===== src/rtl/spi_reg_ctrl.sv =====
// -----------------------------------------------------------------------------
// spi_reg_ctrl
//
// Register-file front end for an SPI slave. The first byte of each chip-select
// window is a command: bit7 selects read (1) or write (0). Bits[ADDR_W-1:0]
// give the start address. Bits[6:ADDR_W] must be zero, otherwise the
// transaction is discarded and counted as an error.
// Write transactions store the following bytes into the register file.
// Read transactions load tx_data for the SPI slave to shift out.
// The last register (NREG-1) is a read-only window onto stat_in.
//
// Optional feature: define SPI_REG_AUTOINC_EN to advance the address pointer
// (wrapping) after every data byte. Without it, the pointer stays on the start
// address for the whole transaction.
//
// Ports:
//   clk27m     in   sole clock, rising edge
//   rst        in   synchronous active-high reset
//   cs         in   chip select, active-low, already synchronised
//   rx_data    in   [7:0] byte received by the SPI slave
//   data_valid in   one-cycle pulse, rx_data valid
//   stat_in    in   [7:0] read-only status for register NREG-1
//   tx_data    out  [7:0] next byte for the SPI slave to send
//   tx_start   out  one-cycle pulse, tx_data newly loaded
//   reg_q      out  [8*NREG-1:0] all registers, reg i at [8i+7:8i]
//   busy       out  high whenever the FSM is not IDLE
//   err_cnt    out  [3:0] saturating count of rejected command bytes
// -----------------------------------------------------------------------------
module spi_reg_ctrl #(
    parameter int         ADDR_W  = 3,
    parameter logic [7:0] RST_VAL = 8'h00
) (
    input  logic                       clk27m,
    input  logic                       rst,
    input  logic                       cs,
    input  logic [7:0]                 rx_data,
    input  logic                       data_valid,
    input  logic [7:0]                 stat_in,
    output logic [7:0]                 tx_data,
    output logic                       tx_start,
    output logic [8*(2**ADDR_W)-1:0]   reg_q,
    output logic                       busy,
    output logic [3:0]                 err_cnt
);

    localparam int                NREG = 2**ADDR_W;
    localparam logic [ADDR_W-1:0] LAST = ADDR_W'(NREG-1);

    typedef enum logic [2:0] {IDLE, CMD, WR, RD, DISCARD} state_t;

    state_t             state_reg, state_next;
    logic [ADDR_W-1:0]  ptr_reg, ptr_next, ptr_step;
    logic [7:0]         tx_data_reg;
    logic               tx_start_reg;
    logic [3:0]         err_cnt_reg;
    // Cleared by reset, set once cs is seen high: a transaction cut short by
    // reset must not resume until the master has ended its cs window.
    logic               armed_reg;

    logic               wr_en;
    logic               rd_load;
    logic               err_inc;
    logic [6:0]         cmd_hi;
    logic               cmd_bad;
    logic [ADDR_W-1:0]  cmd_addr;
    logic [7:0]         rd_val;

    assign cmd_hi   = rx_data[6:0] >> ADDR_W;
    assign cmd_bad  = |cmd_hi;
    assign cmd_addr = rx_data[ADDR_W-1:0];

`ifdef SPI_REG_AUTOINC_EN
    assign ptr_step = ptr_reg + ADDR_W'(1);   // natural wrap NREG-1 -> 0
`else
    assign ptr_step = ptr_reg;
`endif

    // ---------------- FSM state register ----------------
    always_ff @(posedge clk27m) begin
        if (rst) begin
            state_reg <= IDLE;
        end else begin
            state_reg <= state_next;
        end
    end

    // ---------------- FSM next state / strobes ----------------
    // cs high wins over a coincident data_valid, so a byte that arrives while
    // the window closes is neither written nor answered.
    always_comb begin
        state_next = state_reg;
        ptr_next   = ptr_reg;
        wr_en      = 1'b0;
        rd_load    = 1'b0;
        err_inc    = 1'b0;
        case (state_reg)
            IDLE: begin
                if (!cs && armed_reg) state_next = CMD;
            end
            CMD: begin
                if (cs) begin
                    state_next = IDLE;
                end else if (data_valid) begin
                    if (cmd_bad) begin
                        state_next = DISCARD;
                        err_inc    = 1'b1;
                    end else if (rx_data[7]) begin
                        state_next = RD;
                        ptr_next   = cmd_addr;
                        rd_load    = 1'b1;
                    end else begin
                        state_next = WR;
                        ptr_next   = cmd_addr;
                    end
                end
            end
            WR: begin
                if (cs) begin
                    state_next = IDLE;
                end else if (data_valid) begin
                    wr_en    = 1'b1;
                    ptr_next = ptr_step;
                end
            end
            RD: begin
                if (cs) begin
                    state_next = IDLE;
                end else if (data_valid) begin
                    ptr_next = ptr_step;
                    rd_load  = 1'b1;
                end
            end
            DISCARD: begin
                if (cs) state_next = IDLE;
            end
            default: state_next = IDLE;
        endcase
    end

    // Read data follows the pointer value being loaded this cycle.
    assign rd_val = (ptr_next == LAST) ? stat_in : reg_q[{ptr_next, 3'b000} +: 8];

    // ---------------- datapath ----------------
    always_ff @(posedge clk27m) begin
        if (rst) begin
            ptr_reg      <= '0;
            tx_data_reg  <= 8'h00;
            tx_start_reg <= 1'b0;
            err_cnt_reg  <= 4'd0;
            armed_reg    <= 1'b0;
        end else begin
            ptr_reg      <= ptr_next;
            tx_start_reg <= rd_load;
            if (rd_load) tx_data_reg <= rd_val;
            if (err_inc && err_cnt_reg != 4'hF) err_cnt_reg <= err_cnt_reg + 4'd1;
            if (cs) armed_reg <= 1'b1;
        end
    end

    // ---------------- register file ----------------
    // The top register has no storage: writes to it vanish, and its reg_q
    // slot shows the reset value. Reads of it are redirected to stat_in above.
    for (genvar gi = 0; gi < NREG; gi++) begin : g_reg
        if (gi == NREG-1) begin : g_ro
            assign reg_q[8*gi +: 8] = RST_VAL;
        end else begin : g_rw
            logic [7:0] val_reg;
            always_ff @(posedge clk27m) begin
                if (rst) begin
                    val_reg <= RST_VAL;
                end else if (wr_en && ptr_reg == ADDR_W'(gi)) begin
                    val_reg <= rx_data;
                end
            end
            assign reg_q[8*gi +: 8] = val_reg;
        end
    end

    assign tx_data  = tx_data_reg;
    assign tx_start = tx_start_reg;
    assign err_cnt  = err_cnt_reg;
    assign busy     = (state_reg != IDLE);

endmodule


===== config.mk =====
export PLATFORM = sky130hd
export DESIGN_NAME = spi_reg_ctrl
export DESIGN_NICKNAME = d
export VERILOG_FILES = /design/src/rtl/spi_reg_ctrl.sv
export SDC_FILE = /design/constraint.sdc
export NUM_CORES = 1
export LEC_CHECK = 0
export ABC_AREA = 1
export CORE_MARGIN = 2
export CORE_UTILIZATION = 60
export DETAILED_ROUTE_END_ITERATION = 16
export DONT_BUFFER_PORTS = 1
export PLACE_DENSITY = 0.75
export SYNTH_ARGS = -nofsm -noshare
export SYNTH_HDL_FRONTEND = slang
export SYNTH_SLANG_ARGS = --single-unit

===== constraint.sdc =====
create_clock -name clk27m -period 2.08 [get_ports clk27m]
set_input_delay 0.416 -clock clk27m [delete_from_list [all_inputs] [get_ports clk27m]]
set_output_delay 0.416 -clock clk27m [all_outputs]
set_load 0.1 [all_outputs]

* After elaboration in Yosys (flattened, before gate mapping) *
Cells that the tools add are included.

cells by class
  add/sub/neg operators = 1
  equality and inequality tests = 15
  shift-type cells = 1
  mux-type cells = 24
  reductions and logical operators = 16

operators by type and width
  kind                 number
  $shiftx 64x7->8      1
  $mux 3               9
  $eq 3x3->1 const B   5
  $eq 3x2->1 const B   4
  $mux 1               12
  $logic_and 1x1->1    9
  $pmux 3 s3           1
  $mux 8               1
  $eq 3x1->1 const B   2
  $logic_not 3->1      2
  $add 4x1->4 const B  1
  $ne 4x4->1 const B   1
  $reduce_or 4->1      1
  $ne 3x3->1 const B   1
  $reduce_and 3->1     1
  $reduce_bool 3->1    1
  $reduce_or 3->1      1
  $ne 2x1->1 const B   1
  $ne 2x2->1 const B   1
  $pmux 1 s2           1
  $logic_not 1->1      1

word-level totals
  register bits after elaboration = 76
  input bits = 20
  output and inout port bits = 78
  word-level logic and storage cells = 70

* Longest topological paths before layout *
  depth after elaboration = 7
  gate-level depth with buffers = 13

* Least setup slack after synthesis *
Ideal clock, no wire load.

  kind = reg2reg
  from = register err_cnt_reg[1] (netlist: err_cnt[1])
  to = register err_cnt_reg[3] (netlist: err_cnt[3])
  setup time = 0.071 ns
  arrival time = 1.878 ns
  slack = 0.131 ns
  stages on the path, launching flop included = 8
  period minus slack after synthesis = 1.949 ns
  path through = dfxtp_1 > ha_1 > nand3_1 > nand3_1 > inv_1 > nand4_1 > o21ai_0 > a21oi_1

on the way
  longest elaborated chain between the ends = 2

ends and longest elaborated chain
  what                                                 line  source
  from (decl)                                          55    logic [3:0] err_cnt_reg;
  from (signal assigned)                               155   if (err_inc && err_cnt_reg != 4'hF) err_cnt_reg <= err_cnt_reg + 4'd1;
  branches (longest 2 deep; another with $add 4x1->4)  n/a

Several ways; the timed one is not identified.
A chain may end at the register's enable or synchronous reset.

* Worst setup path after layout *
  from = register state_reg[2]
  to = register tx_data_reg[6] (netlist: tx_data[6])

on the way
  longest elaborated chain between the ends = 4

ends and longest elaborated chain
  what                                           line  source
  from (decl)                                    51    state_t state_reg, state_next;
  from (signal assigned)                         83    state_reg <= state_next;
  $eq 3x1->1                                     96    case (state_reg)
  $mux 3                                         n/a
  $shiftx 64x7->8 or $eq 3x3->1 (tied branches)  141   assign rd_val = (ptr_next == LAST) ? stat_in : reg_q[{ptr_next, 3'b000} +: 8];
  $mux 8                                         141
  to (signal assigned)                           154   if (rd_load) tx_data_reg <= rd_val;
  to (decl)                                      53    logic [7:0] tx_data_reg;

Several ways; a longest one is shown, not always the timed one.

==> out/results.ini <==
[die]
rows = 28
fp.dieW_um = 82.7
die_area_mm2 = 0.00684
initial_utilization_pct = 62.4
coreArea_mm2 = 0.00596
ioPinCount = 98
die_h_um = 82.7

[critical_path]
reg2reg_depth = 11
ff2ff_setup_slack_ps = 160
critPathCaptureType = flip-flop
arrival_ps = 2220
critPathKind = reg2reg
cp_max_fo = 13
r2r_end = tx_data[6]$_SDFFE_PP0P_
startpoint_type = flip-flop
reg2reg_from = state_reg[2]$_SDFFE_PP0P_
cp.required_ps = 2380

[placement]
gp_congestion = 0.932
dpl.hpwl_um = 8170
placed_cell_area_mm2 = 0.00424
dp_cells = 651
io_buffers = 0

[cts]
clk_pin_slew_ps = 80
post-cts-setup-buffer-count = 0
cts_buffers = 9
cts-hold-fix-buffers = 0
cts_tree = built
clock-root-buffer = clkbuf_8
insertion_delay_ps = 360
clockBufferDepth = 2
cts.sinks = 76
ctsResizeCount = 0
cts_max_level = 3

[drt]
vias = 3808
drtIter0Drc = 390
drt-total-wl_um = 11300
vias_per_cell = 5.71
drc_errors = 0
antenna_left = 0
firstDrtPassIters = 6
wl_per_cell_um = 17.0

[yosys]
synth_edf_count = 0
yosysSeqAreaShare_pct = 40.9
synth_top_area_share_pct = 40.9
synth-seq-cells = 76
synth_commonest_cells = inv_1 (81), nand3_1 (78), dfxtp_1 (76)
synthTopCellsByArea = dfxtp_1 (41%), nand3_1 (11%), o21ai_0 (8.3%), inv_1 (8.2%), a21oi_1 (7.9%)
synth_top_area_cell = dfxtp_1
synthCells = 523
async_flop_share_pct = 0
postSynthAreaPerCell_um2 = 7.11
syn-cell-area_mm2 = 0.00372
yosysWarnings = 0
synth_cell_types = 28
synthMostInstantiatedCell = inv_1
synth_flop_cell = dfxtp_1

[pwr]
pwr-share-seq_pct = 40.7
ir_drop_uv = 901
power.clock.fraction_pct = 36.8
swShare_pct = 34.8
p_int_w = 0.00249
power_density_mw_per_mm2 = 852
combPwrFrac_pct = 22.6
power_leakage_nw = 2.04
netSwitchingPower_w = 0.00133

[grt]
grt_overflow = 0
grt_max_degree = 61
grt_pass1_wl_um = 17400
antenna_found_initial = 0
track_usage_pct = 34.5
grt_pass1_vias = 3548

[worst_hold_path]
holdPathStages = 1
worstHoldStart = rst
min_to = g_reg[3].g_rw.val_reg[5]$_SDFFE_PP0P_
hp-class = in2reg

[finish]
drive_above_1_share_pct = 20.9
finalNonFillerCells = 667
layout-area-overhead-vs-synth_pct = 20.6
final_nets = 608
fin_area_mm2 = 0.00448
largest_register_ffs = 56
antennaDiodeCount = 0

[flow_run]
cap_violations = 0

[timing]
rsz0062_at_grt = false
timing.setup.tns_ps = 0
period_share_pct = 92.3
fmax_ghz = 0.521
timing_hold_violations_final = 0
fin_hold_ws_ps = 121
slew_viol_final = 0
post-route-min-period_ps = 1920
worst_pin_slew_ps = 544
fin_skew_ps = 10.3
slew_headroom_pct = 63.7
setup_violations = 0

[run_status]
status = complete, no violations

how the worst max path moves through the flow:
| stage | endpoint | depth (start not counted) | startpoint | slack [ps] |
|---|---|---|---|---|
| final | tx_data[6]$_SDFFE_PP0P_ | 11 | state_reg[2]$_SDFFE_PP0P_ | 160 |
| after global routing | tx_data[6]$_SDFFE_PP0P_ | 11 | state_reg[2]$_SDFFE_PP0P_ | 30 |
| after floorplan | err_cnt[3]$_SDFFE_PP0P_ | 7 | err_cnt[1]$_SDFFE_PP0P_ | 130 |
| after detailed placement | tx_data[0]$_SDFFE_PP0P_ | 11 | cs | 180 |
| after CTS | tx_data[0]$_SDFFE_PP0P_ | 11 | state_reg[2]$_SDFFE_PP0P_ | 210 |
| after global placement | tx_data[4]$_SDFFE_PP0P_ | 10 | cs | 170 |
routing by layer:
metal	share of wire (%)	up-vias	GRT usage (%)	routed length, µm
met5	0	-	0	0
met4	3.6	0	14.1	408
met3	7.9	29	9.35	890
met2	47	172	55.3	5340
met1	41	1784	43.8	4680
li1	-	1823	-	-
cell type report:
cell class / count / area, µm²
repair buffers: 80 / 613
multi-input cells: 334 / 1690
well taps: 75 / 93.8
fillers: 490 / 1470
clock inverters: 7 / 123
clock buffers: 9 / 124
flip-flops and latches: 76 / 1520
inverters: 86 / 323
cells in the final DEF (no fill, tap or decap), types with 3 or more instances in the layout:
cell,instances
nand2_4,3
nor2_1,18
a211oi_1,8
a21oi_1,59
o21ai_0,62
inv_2,5
nand3_1,78
bufinv_16,3
nor2_2,4
buf_4,79
nand2_1,72
inv_1,81
clkbuf_8,9
conb_1,8
a21oi_2,5
nand2_2,4
dfxtp_1,76
power groups by stage:
stage / Sequential [W] / Combinational, W / Clock [W]
CTS: 0.00155 / 0.000859 / 0.00141
finish: 0.00156 / 0.000862 / 0.00140
detailed placement: 0.00159 / 0.000853 / 0
global placement: 0.00159 / 0.000838 / 0
global route: 0.00156 / 0.000922 / 0.00146
floorplan: 0.00178 / 0.000516 / 0
worst max-delay path, cell delays in order, from the launching register on:
cell     delay (ps)
dfxtp_1         360
nor2_4          170
nand2_4         100
inv_2           110
nand2_4          80
nand2_1          90
nand2_1         330
nand2_1         230
nand3_1         110
nand3_1          90
nand2_1          70
a21oi_2         110
per-stage QoR:
step	util, %	setup WS, ps	power [W]
2_1_floorplan	-	131	0.00230
3_3_place_gp	71.1	171	0.00242
5_1_grt	75.3	25.8	0.00395
3_5_place_dp	71.1	181	0.00244
6_report	75.3	159	0.00382
4_1_cts	75.3	206	0.00383
kinds of logic after synthesis:
group                    count (synthesis)  share of synthesized area, %
other                                    1                         0.101
flip-flops                              76                          40.9
AND/OR/NAND/NOR                        185                          23.6
adder cells (fa/ha/maj)                  1                         0.337
AO/OA/AOI/OAI                          140                          20.6
buffers and inverters                  120                          14.4
Power figures use the tool's default switching activity.
